`src/rtl/uart_tx_arbiter.sv`:
```
// uart_tx_arbiter: round-robin, message-locking arbiter sharing one UART transmitter among NUM_REQ byte streams.
// Optional feature macro UART_ARB_TIMEOUT_EN adds a per-byte tx_done watchdog with sticky err_timeout.
module uart_tx_arbiter #(
  parameter int NUM_REQ        = 4,
  parameter int DATA_WIDTH     = 8,
  parameter int MAX_BURST      = 16,
  parameter int TIMEOUT_CYCLES = 1000000
) (
  input  logic                          clk,
  input  logic                          rst_n,
  input  logic [NUM_REQ-1:0]            req,
  input  logic [NUM_REQ*DATA_WIDTH-1:0] req_data,
  input  logic [NUM_REQ-1:0]            req_last,
  output logic [NUM_REQ-1:0]            ack,
  output logic [NUM_REQ-1:0]            grant,
  output logic                          tx_start,
  output logic [DATA_WIDTH-1:0]         tx_data,
  input  logic                          tx_busy,
  input  logic                          tx_done,
  output logic                          arb_busy,
  output logic                          err_timeout
);

  localparam int IW = $clog2(NUM_REQ);

  if (NUM_REQ < 2 || NUM_REQ > 8 || MAX_BURST < 1 || MAX_BURST > 255 || TIMEOUT_CYCLES < 1) begin : g_param_check
    $error("uart_tx_arbiter: parameter out of range");
  end

  typedef enum logic [1:0] {IDLE, LOAD, WAIT_DONE} state_t;

  state_t                  r_state;
  logic [IW-1:0]           r_owner;
  logic [IW-1:0]           r_rr_ptr;
  logic [NUM_REQ-1:0]      r_grant;
  logic [NUM_REQ-1:0]      r_ack;
  logic                    r_tx_start;
  logic [DATA_WIDTH-1:0]   r_tx_data;
  logic                    r_last;
  logic [7:0]              r_burst_cnt;

  logic                    w_found;
  logic [IW-1:0]           w_pick;
  logic [IW-1:0]           w_owner_nxt;
  logic                    w_req_g;
  logic                    w_last_g;
  logic [DATA_WIDTH-1:0]   w_data_g;
  logic [7:0]              w_burst_inc;

`ifdef UART_ARB_TIMEOUT_EN
  localparam int TW = $clog2(TIMEOUT_CYCLES + 1);
  logic [TW-1:0]           r_to_cnt;
  logic                    r_err;
`endif

  // First asserted requester at or after r_rr_ptr, wrapping past NUM_REQ-1.
  always_comb begin
    w_found = 1'b0;
    w_pick  = '0;
    for (int unsigned k = 0; k < NUM_REQ; k++) begin
      if (!w_found && req[IW'((32'(r_rr_ptr) + k) % NUM_REQ)]) begin
        w_found = 1'b1;
        w_pick  = IW'((32'(r_rr_ptr) + k) % NUM_REQ);
      end
    end
  end

  always_comb begin
    w_req_g  = 1'b0;
    w_last_g = 1'b0;
    w_data_g = '0;
    for (int unsigned k = 0; k < NUM_REQ; k++) begin
      if (r_owner == IW'(k)) begin
        w_req_g  = req[k];
        w_last_g = req_last[k];
        w_data_g = req_data[k*DATA_WIDTH +: DATA_WIDTH];
      end
    end
  end

  assign w_owner_nxt = (r_owner == IW'(NUM_REQ - 1)) ? '0 : r_owner + 1'b1;
  assign w_burst_inc = r_burst_cnt + 8'd1;

  always_ff @(posedge clk) begin
    if (!rst_n) begin
      r_state     <= IDLE;
      r_owner     <= '0;
      r_rr_ptr    <= '0;
      r_grant     <= '0;
      r_ack       <= '0;
      r_tx_start  <= 1'b0;
      r_tx_data   <= '0;
      r_last      <= 1'b0;
      r_burst_cnt <= '0;
`ifdef UART_ARB_TIMEOUT_EN
      r_to_cnt    <= '0;
      r_err       <= 1'b0;
`endif
    end else begin
      r_tx_start <= 1'b0;
      r_ack      <= '0;
      case (r_state)
        IDLE: begin
          if (w_found) begin
            r_owner     <= w_pick;
            r_grant     <= NUM_REQ'(1) << w_pick;
            r_burst_cnt <= '0;
            r_state     <= LOAD;
          end
        end
        LOAD: begin
          if (!w_req_g) begin
            r_grant  <= '0;
            r_rr_ptr <= w_owner_nxt;
            r_state  <= IDLE;
          end else if (!tx_busy) begin
            r_tx_start <= 1'b1;
            r_ack      <= r_grant;
            r_tx_data  <= w_data_g;
            r_last     <= w_last_g;
            r_state    <= WAIT_DONE;
`ifdef UART_ARB_TIMEOUT_EN
            r_to_cnt   <= '0;
`endif
          end
        end
        WAIT_DONE: begin
          if (tx_done) begin
            r_burst_cnt <= w_burst_inc;
            if (r_last || w_burst_inc == 8'(MAX_BURST)) begin
              r_grant  <= '0;
              r_rr_ptr <= w_owner_nxt;
              r_state  <= IDLE;
            end else begin
              r_state <= LOAD;
            end
          end
`ifdef UART_ARB_TIMEOUT_EN
          else if (r_to_cnt == TW'(TIMEOUT_CYCLES - 1)) begin
            r_err    <= 1'b1;
            r_grant  <= '0;
            r_rr_ptr <= w_owner_nxt;
            r_state  <= IDLE;
          end else begin
            r_to_cnt <= r_to_cnt + 1'b1;
          end
`endif
        end
        default: r_state <= IDLE;
      endcase
    end
  end

  assign ack      = r_ack;
  assign grant    = r_grant;
  assign tx_start = r_tx_start;
  assign tx_data  = r_tx_data;
  assign arb_busy = (r_state != IDLE);
`ifdef UART_ARB_TIMEOUT_EN
  assign err_timeout = r_err;
`else
  assign err_timeout = 1'b0;
`endif

endmodule

```
`config.mk`:
```
export PLATFORM = sky130hd
export DESIGN_NAME = uart_tx_arbiter
export DESIGN_NICKNAME = d
export VERILOG_FILES = /design/src/rtl/uart_tx_arbiter.sv
export SDC_FILE = /design/constraint.sdc
export NUM_CORES = 1
export LEC_CHECK = 0
export ABC_AREA = 1
export CAP_MARGIN = 20
export CORE_MARGIN = 1.5
export CORE_UTILIZATION = 25
export DETAILED_ROUTE_END_ITERATION = 10
export GPL_ROUTABILITY_DRIVEN = 0
export SYNTH_ARGS = -nofsm -noshare
export SYNTH_HDL_FRONTEND = slang
export SYNTH_SLANG_ARGS = --single-unit
```
`constraint.sdc`:
```
create_clock -name clk -period 2.88 [get_ports clk]
set_input_delay 0.864 -clock clk [delete_from_list [all_inputs] [get_ports clk]]
set_output_delay 0.864 -clock clk [all_outputs]
set_load 0.02 [all_outputs]
```
==> implementation parameters, run 1 <==
Parameter                              Value

Layout
  Number of diodes    0
  Area of the multi-input gates    roughly 0.0013 mm^2
  Filler cell count in the final layout    884
  Layout Area Growth over Synthesis    37.0%
  FF/Latch Area    ~640 um^2
  Fraction of layout instances using a drive strength above 1    0.105
  Number of cells in the finished layout apart from fillers    497
  Net count, final    approximately 450

Setup path
  Worst Path Max Fanout    4
  Critical R2R Capture    ack[1]
  Reg-to-reg setup timing slack    0.65 ns
  Startpoint of the worst register-to-register path    r_owner[0]
  Data arrival time at the worst-slack endpoint    1.75 ns
  Required time at the worst-slack endpoint    2.02 ns
  CP Launch Type    flop
  Critical path endpoint category    output pin
  WS Path Type    flop to output pin
  Length in cells of the worst reg-to-reg path    11

Synth
  Primary FF master, synth    sky130_fd_sc_hd__dfxtp_1
  Cells after Synth    331
  Top cells by area, synth    sky130_fd_sc_hd__dfxtp_1 (30%), sky130_fd_sc_hd__nand2_1 (14%), sky130_fd_sc_hd__a21oi_1 (7.2%), sky130_fd_sc_hd__nand3_1 (6.7%), sky130_fd_sc_hd__nor2_1 (6.4%)
  Net count of the mapped netlist    384
  Area share of the leading cell type in the synthesized netlist    0.295
  Share of synthesized area occupied by flip-flops and latches    0.295
  Commonest cells in the synthesized netlist    sky130_fd_sc_hd__nand2_1 (80), sky130_fd_sc_hd__nor2_1 (37), sky130_fd_sc_hd__inv_1 (33)
  Number of flops mapped to enable cells by yosys    0
  Count of distinct cell types in the synthesized netlist    29
  Number of warnings reported in the yosys synthesis log    0
  Synthesized flop and latch total    32
  Library cell occupying the most area in the post-synthesis netlist    sky130_fd_sc_hd__dfxtp_1
  Post-synth design cell area    0.00217 mm^2
  Share of synthesized registers carrying an async set or reset    0
  Average footprint of a synthesized cell    6.55 um^2
  Dominant cell by count in the synthesized netlist    sky130_fd_sc_hd__nand2_1

Global route
  First-pass GRT wire length    9.53 mm
  Global route overflow    0
  Via count of the first global-routing pass    2146
  Global router's overall resource usage    0.131
  Pin count of the biggest net entering global routing    22
  Number of antenna violations at the first check in global routing    0

Placed design
  Post-detailed-placement half-perimeter wirelength    4.52 mm
  Number of placed cells counting well taps    490
  Number of port buffers    61

Min path
  Hold Path End    ack[1]
  Startpoint of the most critical hold path    grant[1]
  Number of stages on the worst hold path    2
  HP Class    flop to flop

Floorplanning
  Starting Density    0.261
  Floorplan die area    a little over 0.009 mm^2
  Horizontal extent of the die    96.1 um
  I/O pin total    63
  Site row count    33
  Overall die height    between 90 and 100 um
  CORE AREA    about 0.0083 mm^2

Timing
  Fin. max-slew vios    0
  Highest clock rate    383 MHz
  Final-report hold violation count    0
  Max Clock Skew    approximately 0.0022 ns
  Final worst path period need    2.61 ns
  Setup repair after global routing missed its margin    false
  Final critical-path share of the clock period    0.907
  Accumulated negative setup slack    0 ns
  Final number of setup-violating endpoints    0

Route
  DR vias    2283
  Detail-routed net length per standard cell    roughly 11 um
  DRC Markers    0
  Count of antenna-violating nets left after detailed routing    0
  First-pass iteration count of the detailed router    4
  Ratio of routed vias to standard cells    between 4 and 5
  Number of design-rule violations left by the first detailed-router iteration    70
  Total wirelength of the detailed-routed design    5.66 mm

Clock tree
  Later-pin clock latency in the skew report    around 0.28 ns
  H-tree lvl count    2
  Buffers inserted during post-CTS setup optimization    0
  CTS hold repair buffers    0
  Master cell of the clock root buffer    sky130_fd_sc_hd__clkbuf_8
  Clock tree from TritonCTS    built
  Gates resized, CTS repair    0
  CTS sink cnt    32
  Buffers from clock root to sink, at most    2
  Total clock buffers created by CTS    5
  Clk slew on worst S/H paths    0.07 ns

Pwr
  Max rail drop VDD    0.000260 V
  Leak Pwr    roughly 1.3 nW
  Power Dens Cells    about 850 mW/mm^2

Run
  Max_cap viols    0

Outcome
  Run status    finished, final reports clean
kinds of logic after synthesis:
logic type,Yosys count,synth area share
buffers and inverters,48,0.0912
flip-flops,32,0.295
adder cells (fa/ha/maj),9,0.0519
other,1,0.00173
AO/OA/AOI/OAI,69,0.175
AND/OR/NAND/NOR,172,0.385
through the flow:
| stage | total power, W | hold slack [ns] | worst slack (ns) | cell area [um^2] | util |
|---|---|---|---|---|---|
| finish | 0.00252 | 0.453 | 0.268 | 2970 | 0.358 |
| global route | 0.00278 | 0.470 | 0.148 | 2970 | 0.358 |
| CTS | 0.00255 | 0.455 | 0.236 | 2970 | 0.358 |
| detailed placement | 0.00216 | 0.444 | 0.253 | 2870 | 0.346 |
| global placement | 0.00216 | 0.443 | 0.259 | 2870 | 0.346 |
| floorplan | 0.00178 | 0.459 | 1.01 | 2170 | - |
layout by cell type, fill, tap and decap left out, types with 6 or more instances in the layout:
cell type and instances:
sky130_fd_sc_hd__nand2_1 80, sky130_fd_sc_hd__clkdlybuf4s50_1 61, sky130_fd_sc_hd__clkbuf_8 7, sky130_fd_sc_hd__nor2_1 37
sky130_fd_sc_hd__a21oi_1 31, sky130_fd_sc_hd__ha_1 9, sky130_fd_sc_hd__dfxtp_1 32, sky130_fd_sc_hd__a211oi_1 8
sky130_fd_sc_hd__inv_2 6, sky130_fd_sc_hd__nand2_2 8, sky130_fd_sc_hd__inv_1 33, sky130_fd_sc_hd__nand3_1 29
sky130_fd_sc_hd__o21ai_0 26
per-layer routing:
layer,part of all wire,global-route usage
met1,0.45,0.154
met2,0.50,0.234
met3,0.036,0.0300
met4,0.020,0.0417
met5,0,0
registers in the layout (all words and copies together), names as in the netlist:
| signal | flops |
|---|---|
| r_last | 1 |
| r_burst_cnt | 8 |
| grant | 4 |
| ack | 4 |
| r_rr_ptr | 2 |
| tx_data | 8 |
| r_state | 2 |
| tx_start | 1 |
| r_owner | 2 |
where the power goes:
group / internal (W) / total [W] / switching (W)
logic: 0.000570 / 0.00153 / 0.000962
registers: 0.000525 / 0.000613 / 0.0000880
clock network: 0.000213 / 0.000375 / 0.000163
total: 0.00131 / 0.00252 / 0.00121
worst max-delay path by stage:
stage | from | end | slack (ns) | depth (start not counted)
6_report | r_state[0] | arb_busy | 0.27 | 4
5_1_grt | r_state[0] | arb_busy | 0.15 | 4
4_1_cts | r_state[0] | arb_busy | 0.24 | 4
3_5_place_dp | req[0] | ack[1] | 0.25 | 11
3_3_place_gp | req[0] | ack[1] | 0.26 | 11
2_1_floorplan | req[3] | r_burst_cnt[0] | 1.01 | 10
critical path: stages (launching register included):
cell                              delay, ns
sky130_fd_sc_hd__dfxtp_1               0.38
sky130_fd_sc_hd__inv_1                 0.08
sky130_fd_sc_hd__ha_1                  0.28
sky130_fd_sc_hd__inv_1                 0.12
sky130_fd_sc_hd__clkdlybuf4s50_1       0.62
final cells by class:
cell class,count,area share
repair buffers,63,0.211
flip-flops and latches,32,0.216
multi-input cells,251,0.448
inverters,39,0.0493
well taps,105,0.0442
clock buffers,7,0.0324
Note: power is estimated with default switching activity, not from simulation.
==> inputs of run 2 (changes only) <==
--- a/config.mk
+++ b/config.mk
@@ -11,6 +11,7 @@
 export CORE_UTILIZATION = 25
 export DETAILED_ROUTE_END_ITERATION = 10
 export GPL_ROUTABILITY_DRIVEN = 0
+export SKIP_LAST_GASP = 1
 export SYNTH_ARGS = -nofsm -noshare
 export SYNTH_HDL_FRONTEND = slang
 export SYNTH_SLANG_ARGS = --single-unit
==> results of run 2 <==
The final DEF is identical to that of run 1; final timing and power are the same.
